**src/rtl/fifo_wr_arbiter.sv**
```systemverilog
// Round-robin arbiter sharing one synchronous FIFO write port among NUM_REQ producers,
// with packet lock capped at MAX_BURST beats. Define FIFO_ARB_SRCID_EN to prepend the source id to fifo_wdata.
module fifo_wr_arbiter #(
  parameter int unsigned NUM_REQ    = 4,
  parameter int unsigned DATA_WIDTH = 16,
  parameter int unsigned MAX_BURST  = 8,
  localparam int unsigned ID_W      = (NUM_REQ > 1) ? $clog2(NUM_REQ) : 1,
`ifdef FIFO_ARB_SRCID_EN
  localparam int unsigned WDATA_W   = DATA_WIDTH + ID_W
`else
  localparam int unsigned WDATA_W   = DATA_WIDTH
`endif
) (
  input  logic                          clk,
  input  logic                          rst_n,
  input  logic [NUM_REQ-1:0]            req_valid,
  input  logic [NUM_REQ-1:0]            req_last,
  input  logic [NUM_REQ*DATA_WIDTH-1:0] req_data,
  output logic [NUM_REQ-1:0]            req_ready,
  input  logic                          fifo_full,
  output logic                          fifo_wr_en,
  output logic [WDATA_W-1:0]            fifo_wdata,
  output logic [ID_W-1:0]               grant_id,
  output logic                          grant_vld,
  output logic                          locked
);

  localparam int unsigned CNT_W = $clog2(MAX_BURST + 1);

  typedef enum logic {
    IDLE   = 1'b0,
    LOCKED = 1'b1
  } state_e;

  state_e           state_q, state_d;
  logic [ID_W-1:0]  rr_ptr_q, rr_ptr_d;
  logic [ID_W-1:0]  owner_q, owner_d;
  logic [CNT_W-1:0] beat_cnt_q, beat_cnt_d;

  logic                  rr_hit;
  logic [ID_W-1:0]       rr_sel;
  logic                  gnt_locked;
  logic                  gnt_vld;
  logic [ID_W-1:0]       gnt_id;
  logic [ID_W-1:0]       gnt_next;
  logic                  gnt_last;
  logic [DATA_WIDTH-1:0] gnt_data;
  logic                  xfer;

  // First valid requester at or after rr_ptr, wrapping
  always_comb begin
    rr_hit = 1'b0;
    rr_sel = rr_ptr_q;
    for (int unsigned k = 0; k < NUM_REQ; k++) begin
      if (!rr_hit && req_valid[ID_W'((32'(rr_ptr_q) + k) % NUM_REQ)]) begin
        rr_hit = 1'b1;
        rr_sel = ID_W'((32'(rr_ptr_q) + k) % NUM_REQ);
      end
    end
  end

  assign gnt_locked = (state_q == LOCKED);
  assign gnt_id     = gnt_locked ? owner_q : rr_sel;
  assign gnt_vld    = gnt_locked | rr_hit;
  assign gnt_last   = req_last[gnt_id];
  assign gnt_next   = (gnt_id == ID_W'(NUM_REQ - 1)) ? '0 : gnt_id + ID_W'(1);
  assign xfer       = gnt_vld & req_valid[gnt_id] & ~fifo_full;

  always_comb begin
    gnt_data = '0;
    for (int unsigned i = 0; i < NUM_REQ; i++) begin
      if (gnt_id == ID_W'(i)) gnt_data = req_data[i*DATA_WIDTH +: DATA_WIDTH];
    end
  end

  always_ff @(posedge clk or negedge rst_n) begin
    if (!rst_n) begin
      state_q    <= IDLE;
      rr_ptr_q   <= '0;
      owner_q    <= '0;
      beat_cnt_q <= '0;
    end else begin
      state_q    <= state_d;
      rr_ptr_q   <= rr_ptr_d;
      owner_q    <= owner_d;
      beat_cnt_q <= beat_cnt_d;
    end
  end

  // Lock on a multi-beat packet; release on last beat or when the burst cap is reached
  always_comb begin
    state_d    = state_q;
    rr_ptr_d   = rr_ptr_q;
    owner_d    = owner_q;
    beat_cnt_d = beat_cnt_q;
    unique case (state_q)
      IDLE: begin
        if (xfer) begin
          if (!gnt_last && (MAX_BURST > 1)) begin
            state_d    = LOCKED;
            owner_d    = gnt_id;
            beat_cnt_d = CNT_W'(1);
          end else begin
            rr_ptr_d = gnt_next;
          end
        end
      end
      LOCKED: begin
        if (xfer) begin
          if (gnt_last || (beat_cnt_q + CNT_W'(1) == CNT_W'(MAX_BURST))) begin
            state_d    = IDLE;
            rr_ptr_d   = gnt_next;
            beat_cnt_d = '0;
          end else begin
            beat_cnt_d = beat_cnt_q + CNT_W'(1);
          end
        end
      end
      default: state_d = IDLE;
    endcase
  end

  // Zero-latency write path; reset forces every output low immediately
  always_comb begin
    grant_vld  = rst_n & gnt_vld;
    grant_id   = rst_n ? gnt_id : '0;
    locked     = rst_n & gnt_locked;
    fifo_wr_en = rst_n & xfer;
    req_ready  = '0;
    if (rst_n && gnt_vld && !fifo_full) req_ready = NUM_REQ'(1) << gnt_id;
`ifdef FIFO_ARB_SRCID_EN
    fifo_wdata = rst_n ? {gnt_id, gnt_data} : '0;
`else
    fifo_wdata = rst_n ? gnt_data : '0;
`endif
  end

endmodule

```
**config.mk**
```make
export PLATFORM = sky130hd
export DESIGN_NAME = fifo_wr_arbiter
export DESIGN_NICKNAME = d
export VERILOG_FILES = /design/src/rtl/fifo_wr_arbiter.sv
export SDC_FILE = /design/constraint.sdc
export NUM_CORES = 1
export LEC_CHECK = 0
export ABC_AREA = 1
export CORE_ASPECT_RATIO = 1.25
export CORE_MARGIN = 2
export CORE_UTILIZATION = 38
export DETAILED_ROUTE_END_ITERATION = 10
export HOLD_SLACK_MARGIN = 0.08
export PLACE_DENSITY = 0.8
export RECOVER_POWER = 50
export SLEW_MARGIN = 40
export SYNTH_ARGS = -nofsm -noshare
export SYNTH_HDL_FRONTEND = slang
export SYNTH_SLANG_ARGS = --single-unit
```
**constraint.sdc**
```tcl
create_clock -name clk -period 3.6 [get_ports clk]
set_input_delay 0.72 -clock clk [delete_from_list [all_inputs] [get_ports clk]]
set_output_delay 0.72 -clock clk [all_outputs]
set_load 0.005 [all_outputs]
```
# After elaboration in Yosys (flattened, before gate mapping)
# Index checks and enable logic that the tools add are counted.
# word_totals
mem_bits_rw,0
ff_bits,9
output_inout_bits,25
latchBits,0
word_cells,90
in_bits,75
rom_bits,0
memories,0
# op_classes
bitwise,9
n_eq_ne,9
n_div,0
n_mul,0
order_cmp,5
shift,1
addsub,5
n_mux,43
n_reduce_logical,14
# op_table
operator,n
$mux 16,5
$mux 2,10
$mux 4,5
$lt 2x3->1 const B,5
$mux 1,14
$bmux 1 s2,6
$pmux 4 s2,1
$ne 2x2->1 const B,3
$reduce_and 3->1,2
$and 1x1->1,5
$logic_and 1x1->1,5
$add 2x1->2 const B,2
$add 2x2->2 const B,2
$add 4x1->4 const B,1
$eq 2x2->1 const B,2
$eq 4x4->1 const B,1
$logic_not 1->1,4
$ne 2x1->1 const B,2
$pmux 2 s2,1
$reduce_and 4->1,1
$shl 1x2->4 const A,1
$not 1->1,3
$eq 2x1->1 const B,1
$logic_not 2->1,1
other kinds (3),3

# Depth between registers and ports, before layout
# Gate-level depths: netlist of run 1.
# logic_depth
ltp_word,19
ltp_mapped,22
depth_no_buf,20

# Worst setup path after synthesis of run 1
# OpenSTA, ideal clock, no wires.
# synth_timing
path_type,input port to output port
startpoint,input port req_valid[3]
endpoint,output port fifo_wdata[10]
required_time_ns,2.880
path_buffers,2
arrival_ns,2.698
path_stages,18
path_slack_ns,0.182
cell_sequence,nand2_1 > nand2_1 > nand2_1 > nand2_2 > nor2_4 > nand4_1 > nand2_2 > nand2_4 > nand2_8 > inv_1 > ha_1 > clkbuf_1 > clkinv_1 > clkbuf_1 > nor2_1 > o21ai_0 > o21ai_0 > a21oi_1
# synth_between
elab_chain_len,19
elab_cells_between_ends,30
cone_classes,eq/ne: 3; mux: 20; reduce/logical: 7
# synth_lines
element,line_no,text
from (decl),16,"input logic [NUM_REQ-1:0] req_valid,"
$bmux 1 s2,55,if (!rr_hit && req_valid[ID_W'((32'(rr_ptr_q) + k) % NUM_REQ)]) begin
$mux 1 (not written as such),55,
$mux 1,55,
$logic_not 1->1,55,
$logic_and 1x1->1,55,
$mux 1,55,
$logic_not 1->1,55,
$logic_and 1x1->1,55,
[... 2 more ...],-,
$logic_and 1x1->1,55,
$mux 2 (*),55,
$mux 2 (*),63,assign gnt_id = gnt_locked ? owner_q : rr_sel;
net gnt_id[0],44,logic [ID_W-1:0] gnt_id;
$logic_not 2->1,72,if (gnt_id == ID_W'(i)) gnt_data = req_data[i*DATA_WIDTH +: DATA_WIDTH];
$mux 16 (3 in series),72,
$mux 16 (*),72,
$mux 16 (*),134,fifo_wdata = rst_n ? gnt_data : '0;
to (decl),22,"output logic [WDATA_W-1:0] fifo_wdata,"
# The timed path passes the listed nets; every way through them passes the cells marked *. The select of a mux whose other input is x is not followed.

# Worst setup path after layout of run 1
# layout_timing
startpoint,input port req_valid[2]
endpoint,output port req_ready[0]
# layout_between
elab_chain_len,16
elab_cells_between_ends,27
cone_classes,shift: 1; mux: 17; bitwise: 1; reduce/logical: 8
# layout_lines
element,line_no,text
$bmux 1 s2,55,
$mux 1 (not written as such),55,
$mux 1,55,
$logic_not 1->1,55,
$logic_and 1x1->1,55,
$mux 1,55,
$logic_not 1->1,55,
$logic_and 1x1->1,55,
$mux 1,55,
$logic_not 1->1,55,
$logic_and 1x1->1,55,
$mux 1,55,
$or 1x1->1,64,assign gnt_vld = gnt_locked | rr_hit;
$logic_and 1x1->1 (2 in series),130,if (rst_n && gnt_vld && !fifo_full) req_ready = NUM_REQ'(1) << gnt_id;
$mux 4 (*),130,
to (decl),19,"output logic [NUM_REQ-1:0] req_ready,"
# Every way passes the cells marked *; elsewhere a longest branch is shown, timed or not. The select of a mux whose other input is x is not followed.

==> impl_metrics.sql, run 1 <==
INSERT INTO impl_metrics (metric_group, metric, value, unit) VALUES
('status', 'run_status', 'finished, final reports clean', ''),
('drt', 'finalWirelength', '6.93', 'mm'),
('timing', 'timing.final.crit_share', '96.9', '%'),
('clock_tree', 'cts_hold_buffers', '0', ''),
('global_routing', 'grt_first_pass_wirelength', '10.6', 'mm'),
('drt', 'initialDrtViolationCount', '89', ''),
('setup_path', 'crit_type', 'in2out', ''),
('layout', 'area.sequential', '228', 'sq um'),
('drt', 'drc', '0', ''),
('power_and_ir_drop', 'p_sw_share', '50.6', '%'),
('floorplan', 'die_height', '78.1', 'um'),
('power_and_ir_drop', 'power.density_cell_area', '892', 'nW/um^2'),
('global_routing', 'grt_pass1_vias', '2454', ''),
('power_and_ir_drop', 'intPower', '1370', 'uW'),
('timing', 'timing.final.hold_violations', '0', ''),
('layout', 'nFillCells', '359', ''),
('floorplan', 'core.rowCount', '26', ''),
('setup_path', 'crit_path_max_fanout', '17', ''),
('synthesis', 'yosys.cell_types.count', '27', ''),
('setup_path', 'crit_path_end_kind', 'output port', ''),
('power_and_ir_drop', 'report.power.total', '2790', 'uW'),
('timing', 'setup_viol', '0', ''),
('setup_path', 'cp.required', '2880', 'ps'),
('layout', 'final_nets', '503', ''),
('clock_tree', 'ctsLongestPathBuffers', '2', ''),
('layout', 'share_of_layout_cells_above_drive_strength_1', '29.9', '%'),
('global_routing', 'number_of_antenna_violations_at_the_first_check_in_global_routing', '0', ''),
('power_and_ir_drop', 'share_clk_of_total_power', '4.4', '%'),
('synthesis', 'mapped_nets', '373', ''),
('setup_path', 'reg2reg_depth', '19', ''),
('synthesis', 'post_synth_inst_count', '292', ''),
('placement', 'place.port_buffers', '99', ''),
('clock_tree', 'cts_tree', 'yes', ''),
('drt', 'total_via_count_after_detailed_routing', '2513', ''),
('clock_tree', 'clkLatencyLatePin', '240', 'ps'),
('layout', 'num_antenna_cells', '0', ''),
('timing', 'slew_headroom', '79.7', '%'),
('global_routing', 'globalRouteTotalUtil', '26.9', '%'),
('synthesis', 'ys_ff_latch', '9', ''),
('timing', 'slew_at_the_pin_closest_to_its_max_slew_limit', '305', 'ps'),
('synthesis', 'yosysWarningCount', '0', ''),
('drt', 'first_pass_iters', '4', ''),
('power_and_ir_drop', 'power_leakage', '0.00150', 'uW'),
('power_and_ir_drop', 'netSwitchingPower', '1410', 'uW'),
('run', 'max-cap-violations', '0', ''),
('layout', 'commonest_cells_after_routing_fill_and_taps_aside', 'clkdlybuf4s50_1, nand2_1, buf_4, nor2_1, a21oi_1', ''),
('global_routing', 'grt_max_degree', '29', ''),
('global_routing', 'grt-ovfl-total', '0', ''),
('clock_tree', 'cts_sinks', '9', ''),
('power_and_ir_drop', 'combinationalPowerShare', '89.0', '%'),
('timing', 'finalSetupTns', '0', 'ps'),
('timing', 'fin_crit_period', '3490', 'ps'),
('setup_path', 'cp_data_arrival_time', '2770', 'ps'),
('clock_tree', 'numCtsBuffers', '3', ''),
('synthesis', 'post_synth.cell_area_avg', '5.72', 'sq um'),
('floorplan', 'floorplan.initialDensity', '40.1', '%'),
('power_and_ir_drop', 'sequentialPowerShare', '6.6', '%'),
('layout', 'layout_commonest_cell', 'clkdlybuf4s50_1', ''),
('drt', 'vias_per_cell', '5.27', ''),
('layout', 'multiInputGateArea', '1350', 'sq um'),
('timing', 'fmaxAchievable', '0.287', 'GHz'),
('floorplan', 'die_w', '63.3', 'um'),
('timing', 'slew_violations', '0', ''),
('setup_path', 'timing.critical_path.from_type', 'primary input', ''),
('clock_tree', 'clockRootBuffer', 'clkbuf_8', ''),
('synthesis', 'synth_seq_area_share', '13.5', '%'),
('floorplan', 'fp.coreArea', '4160', 'sq um'),
('placement', 'finalWeightedCongestion', '0.927', ''),
('clock_tree', 'clock_pin_slew_on_the_worst_setup_and_hold_paths', '40', 'ps'),
('synthesis', 'mappedNetlistArea', '1670', 'sq um'),
('floorplan', 'pin_count', '100', ''),
('drt', 'wl_per_cell', '14.5', 'um'),
('layout', 'areaGrowthSynthToFinish', '87.0', '%'),
('drt', 'number_of_antenna_violating_nets_in_the_routed_design', '0', ''),
('floorplan', 'die_area', '4940', 'sq um'),
('power_and_ir_drop', 'max-vdd-ir-drop', '0.469', 'mV'),
('timing', 'worst_clock_skew', '2.79', 'ps'),
('hold_path', 'timing.hold.worst.class', 'reg2reg', ''),
('clock_tree', 'htree_levels', '1', ''),
('hold_path', 'hold_path_depth', '2', ''),
('placement', 'post-dp-hpwl', '5.19', 'mm');
==> registers in the layout (all words and copies together) (netlist names) <==
register and cells:
beat_cnt_q 4, gnt_locked 1, owner_q 2, rr_ptr_q 2
==> cell families (layout without fill, tap and decap cells) <==
kind of cell | after synthesis | after routing | synth area share, %
adder cells (fa/ha/maj) | 6 | 6 | 4.50
buffers and inverters | 37 | 166 | 9.74
flip-flops | 9 | 9 | 13.5
XOR/XNOR | 2 | 2 | 1.05
AO/OA/AOI/OAI | 82 | 82 | 25.5
AND/OR/NAND/NOR | 156 | 156 | 45.7
==> Yosys cell counts <==
master    instances  area [sq um]
a21oi_1          32           160
a21oi_4           1          16.3
buf_1             1          3.75
buf_6             2          22.5
clkbuf_1         12          45.0
clkbuf_4          1          7.51
clkinv_1          1          3.75
dfrtp_1           9           225
ha_1              6          75.1
inv_1            16          60.1
inv_2             2          7.51
inv_4             2          12.5
nand2_1          67           251
nand2_2          21           131
nand2_4           3          33.8
nand2_8           1          20.0
nand3_1          21           105
nand3_2           3          30.0
nand3_4           1          17.5
nand4_1           4          25.0
nor2_1           30           113
nor2_2            3          18.8
nor2_4            1          11.3
o21ai_0          48           240
o21ai_2           1          8.76
or2_2             1          6.26
xnor2_1           2          17.5
==> routing by layer <==
metal / GRT usage [%] / share of wire, % / wire length (um)
met1: 25.7 / 35 / 2410
met4: 14.1 / 6.4 / 445
met5: 0 / 0 / 0
met3: 4.58 / 6.6 / 458
met2: 53.5 / 52 / 3620
==> stage by stage <==
stage / setup slack (ps) / std cells / cell area (sq um) / hold WS, ps / utilization, %
3_5_place_dp: -783 / 461 / 2930 / 463 / 70.3
3_3_place_gp: -700 / 461 / 2930 / 449 / 70.3
4_1_cts: 23.0 / 473 / 3070 / 475 / 73.8
2_1_floorplan: 182 / 292 / 1670 / 424 / -
6_report: 113 / 477 / 3120 / 496 / 75.0
5_1_grt: -4.94 / 477 / 3120 / 515 / 75.0
==> critical path, stage by stage <==
cell             delay, ps
buf_2                  140
nand2_2                 70
nand2_2                 70
nand2_1                110
nand2_4                 80
nor2_4                 150
nand3_1                110
nand3_2                 90
nand2_1                 60
nand2_2                100
ha_1                   220
buf_12                 160
inv_1                   60
nor2_1                 110
clkdlybuf4s50_1        520
==> power groups by stage <==
stage | Combinational [uW] | Clock [uW] | Sequential (uW)
4_1_cts | 2340 | 123 | 179
5_1_grt | 2690 | 128 | 188
2_1_floorplan | 1260 | 0 | 164
3_5_place_dp | 2200 | 0 | 179
3_3_place_gp | 2160 | 0 | 176
6_report | 2480 | 122 | 183
==> repair_timing <==
action,4_1_cts,5_1_grt
gates resized for setup,68,67
pin swaps,8,20
gates cloned,1,2
setup buffers,7,2
endpoints found under the setup margin,21,20
==> layout make-up <==
type | count | area share, %
inverters | 21 | 2.97
flip-flops and latches | 9 | 7.29
multi-input cells | 246 | 43.1
repair buffers | 141 | 43.0
clock buffers | 4 | 1.44
well taps | 56 | 2.24
==> final timing paths <==
kind / startpoint / to / slack [ps]
min in group asynchronous: rst_n / rr_ptr_q[1] / 900
setup / recovery: req_valid[2] / req_ready[0] / 110
max in group asynchronous: rst_n / rr_ptr_q[0] / 2450
setup reg to reg: rr_ptr_q[0] / gnt_locked / 690
hold reg to reg: owner_q[0] / owner_q[0] / 500
hold / removal: owner_q[0] / owner_q[0] / 500
Note: power is estimated with default switching activity, not from simulation.
==> run 2, diff against run 1 <==
==> constraint.sdc (replaced) <==
create_clock -name clk -period 3.9 [get_ports clk]
set_input_delay 0.78 -clock clk [delete_from_list [all_inputs] [get_ports clk]]
set_output_delay 0.78 -clock clk [all_outputs]
set_load 0.005 [all_outputs]
==> impl_metrics.sql, run 2 (same netlist as run 1, synthesis figures left out) <==
INSERT INTO impl_metrics (metric_group, metric, value, unit) VALUES
('status', 'run_status', 'finished, final reports clean', ''),
('layout', 'areaGrowthSynthToFinish', '77.1', '%'),
('floorplan', 'core.rowCount', '26', ''),
('floorplan', 'pin_count', '100', ''),
('power_and_ir_drop', 'report.power.total', '2380', 'uW'),
('clock_tree', 'clock_pin_slew_on_the_worst_setup_and_hold_paths', '50', 'ps'),
('setup_path', 'timing.critical_path.from_type', 'primary input', ''),
('setup_path', 'critPathLaunch', 'req_valid[3]', ''),
('clock_tree', 'numCtsBuffers', '3', ''),
('timing', 'slew_at_the_pin_closest_to_its_max_slew_limit', '320', 'ps'),
('layout', 'commonest_cells_after_routing_fill_and_taps_aside', 'clkdlybuf4s50_1, nand2_1, a21oi_1, nor2_1, o21ai_0', ''),
('clock_tree', 'cts_tree', 'yes', ''),
('placement', 'post-dp-hpwl', '5.05', 'mm'),
('timing', 'setup_viol', '0', ''),
('clock_tree', 'htree_levels', '1', ''),
('setup_path', 'crit_type', 'in2out', ''),
('drt', 'total_via_count_after_detailed_routing', '2416', ''),
('global_routing', 'grt-ovfl-total', '0', ''),
('hold_path', 'timing.hold.worst.class', 'reg2reg', ''),
('layout', 'final_nets', '488', ''),
('layout', 'share_of_layout_cells_above_drive_strength_1', '24.4', '%'),
('setup_path', 'worstReg2RegStart', 'rr_ptr_q[0]', ''),
('placement', 'place.port_buffers', '99', ''),
('layout', 'largest_registers', 'beat_cnt_q: 4 flops, owner_q: 2 flops, rr_ptr_q: 2 flops', ''),
('timing', 'fmaxAchievable', '0.268', 'GHz'),
('global_routing', 'grt_pass1_vias', '2258', ''),
('global_routing', 'grt_first_pass_wirelength', '10.2', 'mm'),
('run', 'max-cap-violations', '0', ''),
('timing', 'fin_crit_period', '3730', 'ps'),
('timing', 'grt_setup_unrepaired', 'yes', ''),
('floorplan', 'die_area', '4940', 'sq um'),
('setup_path', 'cp_data_arrival_time', '2950', 'ps'),
('drt', 'initialDrtViolationCount', '136', ''),
('clock_tree', 'clkLatencyLatePin', '240', 'ps'),
('setup_path', 'crit_path_end_kind', 'output port', ''),
('timing', 'slew_violations', '0', ''),
('layout', 'stdcell_area', '2960', 'sq um'),
('clock_tree', 'cts_post_setup_buffers_inserted', '0', ''),
('drt', 'first_pass_iters', '4', ''),
('timing', 'worst_clock_skew', '3.05', 'ps'),
('drt', 'number_of_antenna_violating_nets_in_the_routed_design', '0', ''),
('layout', 'largest_register_ff_count', '4', ''),
('drt', 'drc', '0', ''),
('layout', 'largest-register', 'beat_cnt_q', ''),
('timing', 'timing.final.crit_share', '95.7', '%'),
('clock_tree', 'clockRootBuffer', 'clkbuf_8', ''),
('layout', 'num_antenna_cells', '0', ''),
('floorplan', 'floorplan.initialDensity', '40.1', '%'),
('layout', 'post-route-util', '71.0', '%'),
('power_and_ir_drop', 'max-vdd-ir-drop', '0.493', 'mV'),
('power_and_ir_drop', 'power_leakage', '0.00143', 'uW'),
('layout', 'nFillCells', '392', ''),
('setup_path', 'crit_path_max_fanout', '9', ''),
('placement', 'minimum_setup_slack_after_placement', '-617', 'ps'),
('floorplan', 'die_w', '63.3', 'um'),
('drt', 'wl_per_cell', '14.4', 'um'),
('clock_tree', 'ctsLongestPathBuffers', '2', ''),
('placement', 'placed_cell_area', '2880', 'sq um'),
('global_routing', 'grt_max_degree', '34', ''),
('global_routing', 'globalRouteTotalUtil', '25.6', '%'),
('placement', 'finalWeightedCongestion', '0.945', ''),
('drt', 'vias_per_cell', '5.23', ''),
('drt', 'finalWirelength', '6.63', 'mm'),
('hold_path', 'holdCritStartpoint', 'owner_q[0]', ''),
('setup_path', 'cp.required', '3120', 'ps'),
('layout', 'layout_commonest_cell', 'clkdlybuf4s50_1', ''),
('timing', 'post-route-worst-setup-slack', '167', 'ps'),
('setup_path', 'worst_case_register_to_register_setup_slack', '990', 'ps'),
('global_routing', 'number_of_antenna_violations_at_the_first_check_in_global_routing', '0', ''),
('power_and_ir_drop', 'power.density_cell_area', '807', 'nW/um^2'),
('clock_tree', 'cts_sinks', '9', ''),
('floorplan', 'die_height', '78.1', 'um'),
('floorplan', 'fp.coreArea', '4160', 'sq um'),
('timing', 'timing.final.hold_violations', '0', ''),
('timing', 'slew_headroom', '78.7', '%'),
('clock_tree', 'cts_hold_buffers', '0', '');
==> run 2: cell types whose count changed in the layout (fill, tap and decap cells not counted), moves of 3 or more <==
cell           before  now
dlygate4sd3_1       4    1
buf_4              31   16
clkbuf_2           10   14
nand2_1            61   65
buf_2               8    4
==> run 2: critical path, cell delays in order <==
cell             delay (ps)
clkdlybuf4s15_2         220
nand2_1                  90
nand2_2                  80
nand2_2                  80
nand2_4                  70
nor2_4                  140
nand4_1                 150
nand2_2                 120
nand2_4                  70
nand2_8                  70
inv_2                    50
buf_4                   140
ha_1                    200
inv_2                   120
buf_12                  130
o21ai_0                  60
a21oi_1                 130
clkdlybuf4s15_1         220
==> run 2: power by group <==
part	switching, uW	total, uW	internal, uW
registers	43.5	170	126
logic	1160	2100	944
clock network	42.1	114	71.7
==> run 2: per-stage QoR <==
step | TNS (ps) | instances | hold WS, ps
6_report | 0 | 462 | 471
5_1_grt | -112 | 462 | 479
4_1_cts | 0 | 459 | 466
3_5_place_dp | -9030 | 455 | 457
3_3_place_gp | -7570 | 455 | 449
2_1_floorplan | 0 | 292 | 434
==> run 2: worst paths after layout <==
path	end	cells past startpoint
hold reg to reg	owner_q[0]	2
setup reg to reg	beat_cnt_q[0]	19
min in group asynchronous	beat_cnt_q[3]	2
max in group asynchronous	beat_cnt_q[1]	2
setup / recovery	fifo_wdata[11]	18
hold / removal	owner_q[0]	2
==> run 2: what timing repair did <==
item	CTS	global route
setup endpoints to repair	21	18
gates cloned	0	3
pin swaps	9	13
resized for setup	39	66
==> run 2: routing by layer <==
metal | part of all wire [%] | track usage (%)
met3 | 7.7 | 4.30
met2 | 54 | 49.3
met4 | 1.9 | 8.26
met5 | 0 | 0
met1 | 37 | 28.2
==> run 2: final cells by class <==
| class | instances | area, sq um | area share [%] |
|---|---|---|---|
| sequential | 9 | 225 | 7.62 |
| tap | 56 | 70.1 | 2.37 |
| inverter | 21 | 86.3 | 2.92 |
| timing repair buffer | 126 | 1220 | 41.3 |
| multi-input combinational | 246 | 1310 | 44.2 |
| clock buffer | 4 | 45.0 | 1.52 |
